<file path="src/rtl/branch_ctrl.sv">
// Control-flow sequencer for the 5-stage RV32I pipeline: taken-branch redirect
// handshake, IF/ID and ID/EX flush/stall generation, load-use interlock, perf counters.
module branch_ctrl #(
    parameter int XLEN  = 32,
    parameter int CNT_W = 32
) (
    input  logic             clk,
    input  logic             rst_n,
    input  logic             ex_valid,
    input  logic             ex_is_ctrl,
    input  logic             ex_br_taken,
    input  logic [XLEN-1:0]  ex_target,
    input  logic             ex_is_load,
    input  logic [4:0]       ex_rd,
    input  logic [4:0]       id_rs1,
    input  logic [4:0]       id_rs2,
    input  logic             id_use_rs1,
    input  logic             id_use_rs2,
    input  logic             redirect_ready,
    input  logic             cnt_clr,
    output logic             redirect_valid,
    output logic [XLEN-1:0]  redirect_pc,
    output logic             redirect_misaligned,
    output logic             stall_if,
    output logic             stall_id,
    output logic             flush_if_id,
    output logic             flush_id_ex,
    output logic [CNT_W-1:0] cnt_ctrl,
    output logic [CNT_W-1:0] cnt_taken,
    output logic [CNT_W-1:0] cnt_stall
);

    typedef enum logic {RUN, REDIRECT} state_t;

    localparam logic [CNT_W-1:0] CNT_ONE = 1;

    state_t state, state_nxt;
    logic   ctrl_ev, taken_ev, hazard, stall_ev;

    always_comb begin
        ctrl_ev  = (state == RUN) && ex_valid && ex_is_ctrl;
        taken_ev = ctrl_ev && ex_br_taken;
        hazard   = (state == RUN) && ex_valid && ex_is_load && (ex_rd != 5'd0) &&
                   ((id_use_rs1 && (id_rs1 == ex_rd)) || (id_use_rs2 && (id_rs2 == ex_rd)));
        // A taken redirect squashes the dependent instruction, so it overrides the interlock.
        stall_ev = hazard && !taken_ev;
    end

    // NOTE: every output of this block gets a default first so no path leaves a latch.
    always_comb begin
        state_nxt   = state;
        stall_if    = 1'b0;
        stall_id    = 1'b0;
        flush_if_id = 1'b0;
        flush_id_ex = 1'b0;
        case (state)
            RUN: begin
                if (taken_ev) begin
                    flush_if_id = 1'b1;
                    flush_id_ex = 1'b1;
                    state_nxt   = REDIRECT;
                end else if (stall_ev) begin
                    stall_if    = 1'b1;
                    stall_id    = 1'b1;
                    flush_id_ex = 1'b1;
                end
            end
            REDIRECT: begin
                stall_if    = 1'b1;
                flush_if_id = 1'b1;
                if (redirect_ready) state_nxt = RUN;
            end
            default: state_nxt = RUN;
        endcase
    end

    // NOTE: sequential state uses non-blocking assignments so all flops update together.
    always_ff @(posedge clk or negedge rst_n) begin
        if (!rst_n) state <= RUN;
        else        state <= state_nxt;
    end

    // The state flop doubles as the registered request, so reset drops it at once.
    assign redirect_valid = (state == REDIRECT);

    always_ff @(posedge clk or negedge rst_n) begin
        if (!rst_n) begin
            redirect_pc         <= '0;
            redirect_misaligned <= 1'b0;
        end else if (taken_ev) begin
            redirect_pc         <= ex_target;
            redirect_misaligned <= ex_target[1];
        end
    end

    always_ff @(posedge clk or negedge rst_n) begin
        if (!rst_n) begin
            cnt_ctrl  <= '0;
            cnt_taken <= '0;
            cnt_stall <= '0;
        end else if (cnt_clr) begin
            cnt_ctrl  <= '0;
            cnt_taken <= '0;
            cnt_stall <= '0;
        end else begin
            if (ctrl_ev)  cnt_ctrl  <= cnt_ctrl + CNT_ONE;
            if (taken_ev) cnt_taken <= cnt_taken + CNT_ONE;
            if (stall_ev) cnt_stall <= cnt_stall + CNT_ONE;
        end
    end

endmodule

</file>
<file path="config.mk">
export PLATFORM = sky130hd
export DESIGN_NAME = branch_ctrl
export DESIGN_NICKNAME = d
export VERILOG_FILES = /design/src/rtl/branch_ctrl.sv
export SDC_FILE = /design/constraint.sdc
export NUM_CORES = 1
export LEC_CHECK = 0
export CAP_MARGIN = 20
export CORE_MARGIN = 8
export CORE_UTILIZATION = 45
export CTS_CLUSTER_DIAMETER = 120
export CTS_CLUSTER_SIZE = 16
export DETAILED_ROUTE_END_ITERATION = 6
export PLACE_DENSITY = 0.88
export SLEW_MARGIN = 20
export SYNTH_ARGS = -nofsm -noshare
export SYNTH_HDL_FRONTEND = slang
export SYNTH_SLANG_ARGS = --single-unit
</file>
<file path="constraint.sdc">
create_clock -name clk -period 3.65 [get_ports clk]
set_input_delay 1.095 -clock clk [delete_from_list [all_inputs] [get_ports clk]]
set_output_delay 1.095 -clock clk [all_outputs]
set_load 0.1 [all_outputs]
</file>
After elaboration in Yosys (flattened, before gate mapping)

Cells that the tools add are included.

Add/sub/neg operators: 3
Equality and inequality tests: 2
Multiplexer cells: 16
Bitwise gates (word level): 1
Reduce and logical (&&, ||, !) cells: 15

Operator list:

| kind                  | number |
|---|---|
| $mux 32               | 6 |
| $add 32x1->32 const B | 3 |
| $eq 5x5->1            | 2 |
| $logic_and 1x1->1     | 9 |
| $mux 1                | 7 |
| $pmux 1 s2            | 3 |
| $reduce_bool 2->1     | 3 |
| $reduce_bool 5->1     | 1 |
| $logic_not 1->1       | 1 |
| $logic_or 1x1->1      | 1 |
| $not 1->1             | 1 |

Register bits after elaboration: 130
Bits of input ports: 57
Output and inout port bits: 134
Word-level logic and storage cells: 43

Depth between registers and ports, before layout

Gate-level depths: netlist of run 1.

Depth after elaboration: 9
Mapped depth: 8
Depth with buffers taken out: 6

Worst setup path after synthesis of run 1

OpenSTA, ideal clock, no wires.

Kind: input -> output
Start point: in ex_rd[3]
End point: out flush_id_ex
Data arrival time: 4.419 ns
Required time: 2.555 ns
Path slack: -1.864 ns
Cell stages on the path: 7
Path buffers: 3
Path through: xor2_1 -> nor4_1 -> a32oi_1 -> buf_2 -> buf_2 -> buf_2 -> o31ai_1

Word-level cells in the longest chain between the ends: 8
Elaborated cells on any way between the ends: 12
Those cells by class: eq/ne (2); mux (3); reduce/logical (7)

Ends and longest elaborated chain:

| item                | line | text |
|---|---|---|
| start, declared     | 14   | `input logic [4:0] ex_rd,` |
| $eq 5x5->1          | 44   | `((id_use_rs1 && (id_rs1 == ex_rd)) \|\| (id_use_rs2 && (id_rs2 == ex_rd)));` |
| $logic_and 1x1->1   | 44   |  |
| $logic_or 1x1->1    | 44   |  |
| $logic_and 1x1->1 * | 43   | `hazard = (state == RUN) && ex_valid && ex_is_load && (ex_rd != 5'd0) &&` |
| $logic_and 1x1->1 * | 46   | `stall_ev = hazard && !taken_ev;` |
| $mux 1 *            | 62   | `end else if (stall_ev) begin` |
| $mux 1 *            | 58   | `if (taken_ev) begin` |
| $mux 1 *            | 56   | `case (state)` |
| end, declared       | 27   | `output logic flush_id_ex,` |

Mark *: on every way between the ends. The rest lies on a longest branch, timed or not.

Worst setup path in the final report of run 1

Start point: in id_rs2[3]
End point: out flush_id_ex

Word-level cells in the longest chain between the ends: 8

Ends and longest elaborated chain:

| item              | line | text |
|---|---|---|
| start, declared   | 16   | `input logic [4:0] id_rs2,` |
| $eq 5x5->1        | 44   |  |
| $logic_and 1x1->1 | 44   |  |
| $logic_or 1x1->1  | 44   |  |
| $logic_and 1x1->1 | 43   |  |
| $logic_and 1x1->1 | 46   |  |
| $mux 1            | 62   |  |
| $mux 1            | 58   |  |
| $mux 1            | 56   |  |

Every way passes these cells.

==> results.md, run 1 <==
- Top post-synthesis cells by area: dfrtp_1 (50%), nand2_1 (7.4%), xor2_1 (4.5%), xnor2_1 (3.9%), nor2_1 (3.6%)
- Syn Std Cell Area: 0.00645 mm²
- Post-DR vias/cell: 5.51
- Initial antenna violation count: 0
- Status: finished clean
- DPL Wire Length: 13100 µm
- Drt wl/cell: 17.0 µm
- Crit path DAT: 2.49 ns
- Syn Inst Count: 698
- VDD IR max: 386 µV
- Register area share after synthesis: 50.0%
- Clk_lat worst skew: 0.42 ns
- Cts bufs inserted: 17
- CP cell instances: dlygate4sd2_1 -> xor2_1 -> nor4_1 -> buf_4 -> a32oi_4 -> o31ai_4 -> buf_12
- Main flop type after synthesis: dfrtp_1
- Antenna cells: 0
- Slew @ Worst Pin: 0.678 ns
- Max frequency: 279 MHz
- Clock Sinks: 129
- CTS max path bufs: 2
- Root buffer cell: clkbuf_16
- Post-layout util: 64.3%
- Post-synth top area share: 50.0%
- Crit Path Max Fanout: 4
- Port buffer count: 190
- Async SR Flop Fraction: 100%
- Ports: 191
- Vias: 5965
- Die ar.: 0.0184 mm²
- Setup CP Type: in -> out
- RD Place Congestion: 0.800
- Drt first pass iters: 4
- Ys Warns: 0
- Static Leak: 4.05 nW
- Fin Clk Skew: 0.0114 ns
- CP endpoint kind: output port
- EDFF count, synth: 0
- Slew Viols, Final: 0
- DP Cell Count: 1050
- Area after DPL: 0.00836 mm²
- Hold Slack: 0.471 ns
- Req. time, crit path: 2.55 ns
- Final instance area: 0.00896 mm²
- Unrepaired setup endpoints after global routing: no
- Final global-route overflow total: 0
- WL final: 18400 µm
- Crit start category: input port
- H-tree levels: 4
- Detailed-route DRC error count: 0
- Initial Utilization: 46.3%
- TritonCTS clock tree: done
- Post-route ant nets: 0
- First-pass GRT wire length: 30300 µm
- HP Class: reg -> reg
- Max-Slew Margin vs Limit: 54.7%
- Power per cell area: 478 mW/mm²
- Maxcap violations: 0
- Iteration-0 DRC Markers: 410
- Final nets: 950
- Max stage delay on crit path: 0.31 ns
- Row count: 43
- Avg Inst Size Synth: 9.24 µm²
- # setup viols final: 0
- Register bit count reported by yosys: 129
- Final min period: 3.59 ns
- GRT Total Usage: 20.5%
- Unique cell type count in the Yosys netlist: 45
- CP max stage cell: nor4_1
- Die Ht: 136 µm
- Core region area: 0.0139 mm²
- Layout Cells excl Fill: 1083
- Hold Fails Final Rpt: 0
- Area growth, synth to finish: 38.8%
- Mapped Nets: 758
- Pin count of the biggest net entering global routing: 77
- Cell accounting for the most synthesized area: dfrtp_1
- Vias in the first global route: 5889
- Worst-path clk slew: 0.06 ns
- Die width: 136 µm
- Final period util: 98.3%
- Layout cells sized above 1: 24.1%
[final timing paths]
check,from,endpoint,slack [ns],cells after the start
setup / recovery,id_rs2[3],flush_id_ex,0.06,7
hold / removal,redirect_pc[6],redirect_pc[6],0.47,2
setup reg to reg,redirect_valid,cnt_taken[12],1.31,6
hold reg to reg,redirect_pc[6],redirect_pc[6],0.47,2
max in group asynchronous,rst_n,redirect_valid,2.18,2
min in group asynchronous,rst_n,cnt_taken[18],0.68,1
[area by class of cell]
cell class / count / area (µm²)
Tap cell: 180 / 225
Multi-Input combinational cell: 513 / 3050
Inverter: 14 / 52.6
Fill cell: 1136 / 4980
Clock inverter: 13 / 161
Clock buffer: 19 / 443
Sequential cell: 129 / 3230
Timing Repair Buffer: 215 / 1790
[registers in the layout, summed over array words and instances (netlist names)]
register / cells
cnt_taken: 32
redirect_pc: 32
cnt_stall: 32
redirect_valid: 1
cnt_ctrl: 32
[layout by cell type, fill, tap and decap left out, types with 5 or more instances in the layout]
cell type	netlist	layout
or4_1	29	29
o21ai_1	13	12
nor2_1	62	61
and4_1	11	11
dfrtp_1	129	128
nand3_1	26	25
nor3_1	10	10
inv_1	14	14
and3_1	13	13
nor4_1	8	7
nand4_1	34	34
nand2_1	128	128
xor2_1	33	33
or3_1	13	13
a21oi_1	41	41
dlygate4sd2_1	0	5
o31ai_1	28	27
nor3_2	7	7
clkbuf_16	0	17
xnor2_1	29	29
buf_12	0	6
buf_4	1	154
clkdlybuf4s50_1	0	39
[timing repair]
action,in CTS,in global routing
pin swaps,5,4
setup endpoints to repair,3,2
gates resized for setup,30,5
buffers inserted,1,0
hold buffers,0,0
[power by group]
group          total [mW]  switching, mW  internal (mW)  leakage (nW)
Combinational        1.00          0.786          0.214          2.01
Sequential           1.55         0.0458           1.51          1.75
Clock                1.73          0.636           1.09         0.285
Total                4.28           1.47           2.81          4.05
[logic make-up after synthesis]
group / share of synthesized area, %
AO/OA/AOI/OAI: 8.18
buffers and inverters: 3.70
AND/OR/NAND/NOR: 28.7
XOR/XNOR: 8.42
adder cells (fa/ha/maj): 0.582
multiplexers: 0.330
flip-flops: 50.0
[synthesized netlist by cell type, types with 7 or more instances]
library cell  instances
a21oi_1              41
and3_1               13
and4_1               11
buf_2                 7
clkbuf_1             27
dfrtp_1             129
inv_1                14
nand2_1             128
nand3_1              26
nand4_1              34
nor2_1               62
nor3_1               10
nor3_2                7
nor4_1                8
o21ai_1              13
o31ai_1              28
or3_1                13
or4_1                29
xnor2_1              29
xor2_1               33
[worst max-delay path, delay by kind of cell]
kind | cells | cell delay (ns)
XOR/XNOR | 1 | 0.13
AND/OR/NAND/NOR | 1 | 0.31
AO/OA/AOI/OAI | 2 | 0.32
buffers and inverters | 3 | 0.63
[metal layers]
| layer | part of all wire [%] | track usage, % |
|---|---|---|
| met3 | 6.7 | 6.71 |
| met4 | 2.1 | 8.33 |
| met5 | 0 | 0 |
| met1 | 40 | 24.2 |
| met2 | 51 | 33.7 |
[per-stage QoR]
step           power [mW]  setup TNS [ns]  setup WS (ns)
2_1_floorplan        2.28          -0.729         -0.345
3_5_place_dp         2.58          -0.734         -0.298
6_report             4.28               0         0.0635
4_1_cts              4.31               0        0.00323
5_1_grt              4.42               0        0.00469
3_3_place_gp         2.57          -0.500         -0.212
No activity file was read; power rests on OpenSTA's default activity.
==> run 2: changes to the inputs <==
==> constraint.sdc (replaced) <==
create_clock -name clk -period 3.65 [get_ports clk]
set_input_delay 0.73 -clock clk [delete_from_list [all_inputs] [get_ports clk]]
set_output_delay 0.73 -clock clk [all_outputs]
set_load 0.1 [all_outputs]
==> results.md, run 2 (synthesized netlist as in run 1, its figures left out) <==
- Antenna cells: 0
- RD Place Congestion: 0.799
- Post-route ant nets: 0
- Pwr Total: 4.25 mW
- Initial Utilization: 46.3%
- HP Class: in -> async
- Resize count post-CTS: 0
- Crit start category: input port
- Setup Fix Bufs, Post-CTS: 0
- Core region area: 0.0139 mm²
- # setup viols final: 0
- Final min period: 3.42 ns
- Die ar.: 0.0184 mm²
- Slew Viols, Final: 0
- Max frequency: 292 MHz
- WL final: 18200 µm
- Layout cells sized above 1: 8.22%
- Vias: 5863
- GRT Total Usage: 20.0%
- PnR worst setup slack: 0.230 ns
- Worst-path clk slew: 0.06 ns
- Drt wl/cell: 17.0 µm
- Final nets: 936
- Maxcap violations: 0
- First-pass GRT wire length: 29500 µm
- Status: finished clean
- DPL Wire Length: 12900 µm
- Iteration-0 DRC Markers: 419
- VDD IR max: 607 µV
- Clk_lat worst skew: 0.42 ns
- TritonCTS clock tree: done
- Layout fillers: 1077
- Pin count of the biggest net entering global routing: 68
- Hold Fails Final Rpt: 0
- Root buffer cell: clkbuf_16
- Port buffer count: 190
- Fin Clk Skew: 0.00857 ns
- Final global-route overflow total: 0
- Vias in the first global route: 5684
- CP endpoint kind: output port
- Initial antenna violation count: 0
- DP Worst Slack: 0.222 ns
- Area growth, synth to finish: 41.4%
- Unrepaired setup endpoints after global routing: no
- Die Ht: 136 µm
- Crit path DAT: 2.69 ns
- Row count: 43
- Setup CP Type: in -> out
- Clock Sinks: 129
- Power per cell area: 466 mW/mm²
- Die width: 136 µm
- Post-DR vias/cell: 5.49
- H-tree levels: 4
- Final period util: 93.7%
- Ports: 191
- Req. time, crit path: 2.92 ns
- Crit Path Max Fanout: 4
- Commonest non-fill, non-tap cell in the layout: clkdlybuf4s50_1
- Static Leak: 3.71 nW
- CTS max path bufs: 2
- Max-Slew Margin vs Limit: 30.8%
- Most frequent cells in the layout: clkdlybuf4s50_1 (177), dfrtp_1 (129), nand2_1 (128)
- Cts bufs inserted: 17
- Detailed-route DRC error count: 0
- Slew @ Worst Pin: 1.03 ns
- Drt first pass iters: 5
- Hold buffer count at CTS: 0
run 2: metal layers:
metal | share of wire, % | up-vias | track usage (%)
li1 | - | 2817 | -
met4 | 2.4 | 0 | 8.45
met3 | 6.5 | 32 | 6.71
met1 | 42 | 2851 | 23.9
met5 | 0 | - | 0
met2 | 50 | 163 | 32.3
run 2: area by class of cell:
cell class	instances	area, µm²	share of cell area [%]
clock buffers	17	425	4.66
clock inverters	14	158	1.73
inverters	14	52.6	0.576
multi-input cells	513	3020	33.1
flip-flops and latches	129	3230	35.4
well taps	180	225	2.47
repair buffers	201	2010	22.1
run 2: metrics by stage:
stage | setup TNS [ns] | utilization, % | instances | hold slack, ns | area, µm²
detailed placement | 0 | 61.3 | 1037 | 0.461 | 8540
CTS | 0 | 65.5 | 1068 | 0.448 | 9120
global placement | 0 | 61.3 | 1037 | 0.456 | 8540
finish | 0 | 65.5 | 1068 | 0.408 | 9120
floorplan | -0.286 | - | 698 | 0.434 | 6460
global route | 0 | 65.5 | 1068 | 0.476 | 9120
run 2: worst max-delay path: stages:
cell and delay, ns:
clkdlybuf4s50_1 0.47, xor2_1 0.19, nor4_1 0.49, a32oi_4 0.23, o31ai_2 0.35, buf_12 0.22
run 2: worst paths after layout:
check	from	endpoint	slack [ns]	depth (start not counted)
worst max-delay path	ex_rd[3]	flush_id_ex	0.23	6
worst min-delay path	rst_n	cnt_stall[23]	0.41	1
worst max register to register	redirect_valid	cnt_taken[31]	1.30	5
worst min register to register	redirect_pc[14]	redirect_pc[14]	0.47	2
max in group asynchronous	rst_n	redirect_pc[10]	2.32	2
min in group clk	redirect_pc[14]	redirect_pc[14]	0.47	2
run 2: report_power, final:
group | switching [mW] | internal, mW
Sequential | 0.0416 | 1.50
Combinational | 0.782 | 0.237
Clock | 0.671 | 1.01
Total | 1.49 | 2.75
==> run 3: changes to the inputs <==
--- a/config.mk
+++ b/config.mk
@@ -7,11 +7,11 @@
 export LEC_CHECK = 0
 export CAP_MARGIN = 20
 export CORE_MARGIN = 8
-export CORE_UTILIZATION = 45
+export CORE_UTILIZATION = 39
 export CTS_CLUSTER_DIAMETER = 120
 export CTS_CLUSTER_SIZE = 16
 export DETAILED_ROUTE_END_ITERATION = 6
-export PLACE_DENSITY = 0.88
+export PLACE_DENSITY = 0.82
 export SLEW_MARGIN = 20
 export SYNTH_ARGS = -nofsm -noshare
 export SYNTH_HDL_FRONTEND = slang
==> constraint.sdc (replaced) <==
create_clock -name clk -period 2.85 [get_ports clk]
set_input_delay 0.57 -clock clk [delete_from_list [all_inputs] [get_ports clk]]
set_output_delay 0.57 -clock clk [all_outputs]
set_load 0.1 [all_outputs]
==> results.md, run 3 (synthesized netlist as in run 1, its figures left out) <==
- Hold Slack: 0.143 ns
- Area after DPL: 0.00841 mm²
- Static Leak: 4.05 nW
- Most frequent cells in the layout: buf_4 (152), nand2_1 (128), dfrtp_1 (128)
- # setup viols final: 0
- Clk_lat worst skew: 0.41 ns
- CTS max path bufs: 2
- Combinational power share: 23.2%
- Req. time, crit path: 2.28 ns
- Iteration-0 DRC Markers: 369
- Core region area: 0.0163 mm²
- Hold buffer count at CTS: 0
- Slew @ Worst Pin: 0.627 ns
- Vias: 5881
- Final nets: 950
- Max frequency: 360 MHz
- Layout cells sized above 1: 23.7%
- Clock Sinks: 129
- TritonCTS clock tree: done
- Commonest non-fill, non-tap cell in the layout: buf_4
- Status: finished clean
- Sequential power share: 35.8%
- DPL Wire Length: 13400 µm
- Antenna cells: 0
- WL final: 18700 µm
- Port buffer count: 190
- VDD IR max: 483 µV
- Area growth, synth to finish: 40.5%
- Int Pwr: 3.65 mW
- Die ar.: 0.0209 mm²
- Slew Viols, Final: 0
- CP endpoint kind: output port
- Final global-route overflow total: 0
- Pin count of the biggest net entering global routing: 64
- Unrepaired setup endpoints after global routing: no
- Ports: 191
- GRT Total Usage: 18.4%
- Post-DR vias/cell: 5.24
- Pwr Total: 5.55 mW
- Initial antenna violation count: 1
- Post-layout util: 55.4%
- Final min period: 2.78 ns
- Row count: 47
- Register Area: 0.00323 mm²
- Max-Slew Margin vs Limit: 58.2%
- Crit start category: input port
- Power per cell area: 612 mW/mm²
- Fin Clk Skew: 0.00713 ns
- Die width: 145 µm
- Detailed-route DRC error count: 0
- Initial Utilization: 39.5%
- Setup TNS: 0 ns
- Hold Fails Final Rpt: 0
- HP Class: in -> async
- Cts bufs inserted: 17
- Crit Path Max Fanout: 3
- Root buffer cell: clkbuf_16
- Crit path DAT: 2.21 ns
- RD Place Congestion: 0.817
- Post-route ant nets: 0
- First-pass GRT wire length: 30400 µm
- Die Ht: 145 µm
- H-tree levels: 4
- Setup CP Type: in -> out
- Vias in the first global route: 5832
- Worst-path clk slew: 0.06 ns
- Multi-input gate area: 0.00305 mm²
- Sw Share: 34.1%
- Drt wl/cell: 16.6 µm
- Final period util: 97.4%
- Clk pwr share: 41.0%
- Maxcap violations: 0
- Layout fillers: 1466
- Final instance area: 0.00906 mm²
- NetSw: 1.89 mW
- Drt first pass iters: 4
run 3: cell count changes in the layout (fill, tap and decap cells not counted), moves of 2 or more:
cell,delta
buf_4,+134
clkdlybuf4s50_1,-127
clkbuf_8,+3
dlygate4sd2_1,+3
buf_6,+2
inv_6,-2
nor4_1,-2
nor4_2,+2
run 3: what timing repair did:
item                                   in CTS  in global routing
buffers inserted                            2                  0
pin swaps                                   3                  4
gates resized for setup                     4                  3
setup endpoints to repair                   3                  3
endpoints found under the hold margin       0                  0
run 3: metrics by stage:
stage	setup WS, ns	instances
floorplan	-0.0985	698
global placement	-0.0364	1089
detailed placement	-0.118	1089
CTS	0.00813	1123
global route	0.0108	1123
finish	0.0750	1123
run 3: area by class of cell:
cell class / count / area share (%)
inverter: 14 / 0.580
sequential: 129 / 35.7
tap: 220 / 3.04
timing repair buffer: 215 / 20.2
multi-input combinational: 513 / 33.7
clock inverter: 12 / 1.73
clock buffer: 20 / 5.15
run 3: per-layer routing:
layer	share of wire, %	GRT usage, %
met1	42	22.1
met2	51	31.8
met3	5.9	5.58
met4	0.95	3.89
met5	0.070	0
run 3: path summary, 6_finish.rpt:
path | from | endpoint | slack, ns | depth (start not counted)
worst max-delay path | id_rs1[1] | flush_id_ex | 0.07 | 7
worst min register to register | redirect_pc[29] | redirect_pc[29] | 0.47 | 2
max in group asynchronous | rst_n | cnt_ctrl[7] | 1.88 | 2
worst min-delay path | rst_n | cnt_taken[21] | 0.14 | 1
worst max register to register | redirect_valid | cnt_stall[21] | 0.61 | 6
min in group clk | redirect_pc[29] | redirect_pc[29] | 0.47 | 2
run 3: power groups by stage:
| stage | registers, mW | logic (mW) | clock network [mW] |
|---|---|---|---|
| final | 1.99 | 1.28 | 2.27 |
| after global routing | 2.00 | 1.33 | 2.41 |
| after CTS | 1.99 | 1.29 | 2.32 |
| after detailed placement | 2.02 | 1.29 | 0 |
| after global placement | 2.01 | 1.28 | 0 |
| after floorplan | 2.71 | 0.209 | 0 |
run 3: worst max-delay path: stages:
cell and delay [ns]:
clkdlybuf4s50_1 0.42, xor2_1 0.16, nor4_2 0.30, buf_4 0.17
a32oi_4 0.13, o31ai_4 0.24, buf_12 0.21
==> edit (settings of run 1) <==
`XLEN`: 32 -> 16.
--- a/src/rtl/branch_ctrl.sv
+++ b/src/rtl/branch_ctrl.sv
@@ -2,5 +2,5 @@
 // handshake, IF/ID and ID/EX flush/stall generation, load-use interlock, perf counters.
 module branch_ctrl #(
-    parameter int XLEN  = 32,
+    parameter int XLEN  = 16,
     parameter int CNT_W = 32
 ) (
Ports: changed (resized ex_target and redirect_pc); port bits go from 191 to 159. The function was not compared with the original's and may differ.
==> edit against run 1 <==
- final area is 8.4% lower
- total power is 14% lower
- core utilization is 1.3 points lower
- wire length is 9.9% lower
- sequential share of layout area is 1.6 points lower
- hold slack better by 0.0051 ns
- critical path type unchanged
- register-to-register slack better by 0.09 ns
- critical endpoint is now stall_if
- sequential power is 15% lower
- worst setup slack better by 0.0092 ns
- sequential cell count is 16 lower
- synthesized area is 8.7% lower
==> edit: results (changes against run 1) <==
The number of fill cells in the layout is 1075 (-5.4%). The endpoint identified for the worst register-to-register timing path is cnt_ctrl[31]$_DFFE_PN0P_. The total of clock buffers placed in the layout came out at 18 (-1).

The most critical setup path has its startpoint at id_rs1[4]. The count of nets after finishing is 853 (-10%). The number of distinct library cell variants in the gate-level netlist after synthesis came out at 38 (-16%).

The count of plain and timing-repair buffers came out at 185 (-14%). The number of instances in the placed design came out at 965 (-8.1%). The flow ran to the end, and the final reports show no timing, DRC or antenna violations. The total vias in the final route is 5472 (-8.3%).

The proportion of synthesized area in mux cells is 0.3609% (+0.031 points). The clock skew after layout was 0.006678 ns (-0.004716 ns). The number of gates given a new drive strength after cts is 23 (-23%).

The detailed-routed wire length on met3 came out at 1245 um (+0.57%). The wire length of the first global-routing pass is 26530 um (-12%). The routing usage on met1 came out at 23.98% (-0.17 points).

The total nets after synthesis came out at 682 (-10%). The end point of the critical path is stall_if. The worst slew slack as a fraction of its limit is 45.74% (-8.9 points).

On the critical path, the stage with the largest delay is an instance of sky130_fd_sc_hd__nor4_2. The clock period minus final worst setup slack is 3.577 ns (-0.009165 ns). The clock sink total is 113 (-12%). The met1 routed wirelength after detailed routing is 6970 um (-6.2%). The standard cell area after detailed placement is 7565 um^2 (-9.5%). The area share of xor/xnor cells in the synthesized design is 9.214% (+0.80 points). The maximum resistive drop on vdd is 0.0003865 V (+0.24%). The maximum fanout count along the critical path is 3 (-1).

The initial DRC count is 320 (-22%). By area the synthesized netlist is led by sky130_fd_sc_hd__dfrtp_1 48%, sky130_fd_sc_hd__nand2_1 5.5%, sky130_fd_sc_hd__xor2_1 5.1%. The met3 global-route usage was 6.453% (-0.26 points).

The initial antenna violation count is 1 (+1). The switching share of power came out at 29.37% (-5.0 points). The multi-input combinational cell area is 2955 um^2 (-3.1%). The global-route total usage across every layer came to 19.85% (-0.63 points). The fraction of the mapped netlist area in compound gates is 8.811% (+0.63 points). The area share of fa/ha/maj cells after synthesis was 0.6369% (+0.055 points). The flip-flop and latch area was 2828 um^2 (-12%). The delay of the slowest cell on the worst path came out at 0.33 ns (+0.02 ns). The fraction of layout cells with a size suffix above 1 came to 25.46% (+1.3 points).
[edit: cell types whose count changed in the layout (fill, tap and decap cells not counted), moves of 5 or more]
cell	change
sky130_fd_sc_hd__nand2_1	-45
sky130_fd_sc_hd__buf_4	-15
sky130_fd_sc_hd__dfrtp_1	-15
sky130_fd_sc_hd__clkdlybuf4s50_1	-14
sky130_fd_sc_hd__o21ai_1	-12
sky130_fd_sc_hd__nand3_1	+11
sky130_fd_sc_hd__o21ai_0	+9
sky130_fd_sc_hd__nor3_2	-7
sky130_fd_sc_hd__nor4_1	+7
sky130_fd_sc_hd__and4_1	-5
sky130_fd_sc_hd__nor4_4	+5
sky130_fd_sc_hd__or2_2	+5
[edit: power by group through the flow]
stage / registers, uW / logic, uW / clock network (uW)
2_1_floorplan: 1620 / 126 / 0
3_3_place_gp: 1340 / 606 / 0
3_5_place_dp: 1340 / 613 / 0
4_1_cts: 1320 / 611 / 1770
5_1_grt: 1320 / 637 / 1830
6_report: 1320 / 606 / 1740
[edit: worst min path at each step]
stage	from	end	slack, ns	cells after the start
after floorplan	rst_n	cnt_ctrl[0]$_DFFE_PN0P_	0.80	0
after CTS	redirect_pc[4]$_DFFE_PN0P_	redirect_pc[4]$_DFFE_PN0P_	0.48	2
after global routing	redirect_pc[11]$_DFFE_PN0P_	redirect_pc[11]$_DFFE_PN0P_	0.50	2
after global placement	redirect_pc[8]$_DFFE_PN0P_	redirect_pc[8]$_DFFE_PN0P_	0.46	2
after detailed placement	redirect_pc[4]$_DFFE_PN0P_	redirect_pc[4]$_DFFE_PN0P_	0.46	2
final	redirect_pc[4]$_DFFE_PN0P_	redirect_pc[4]$_DFFE_PN0P_	0.48	2
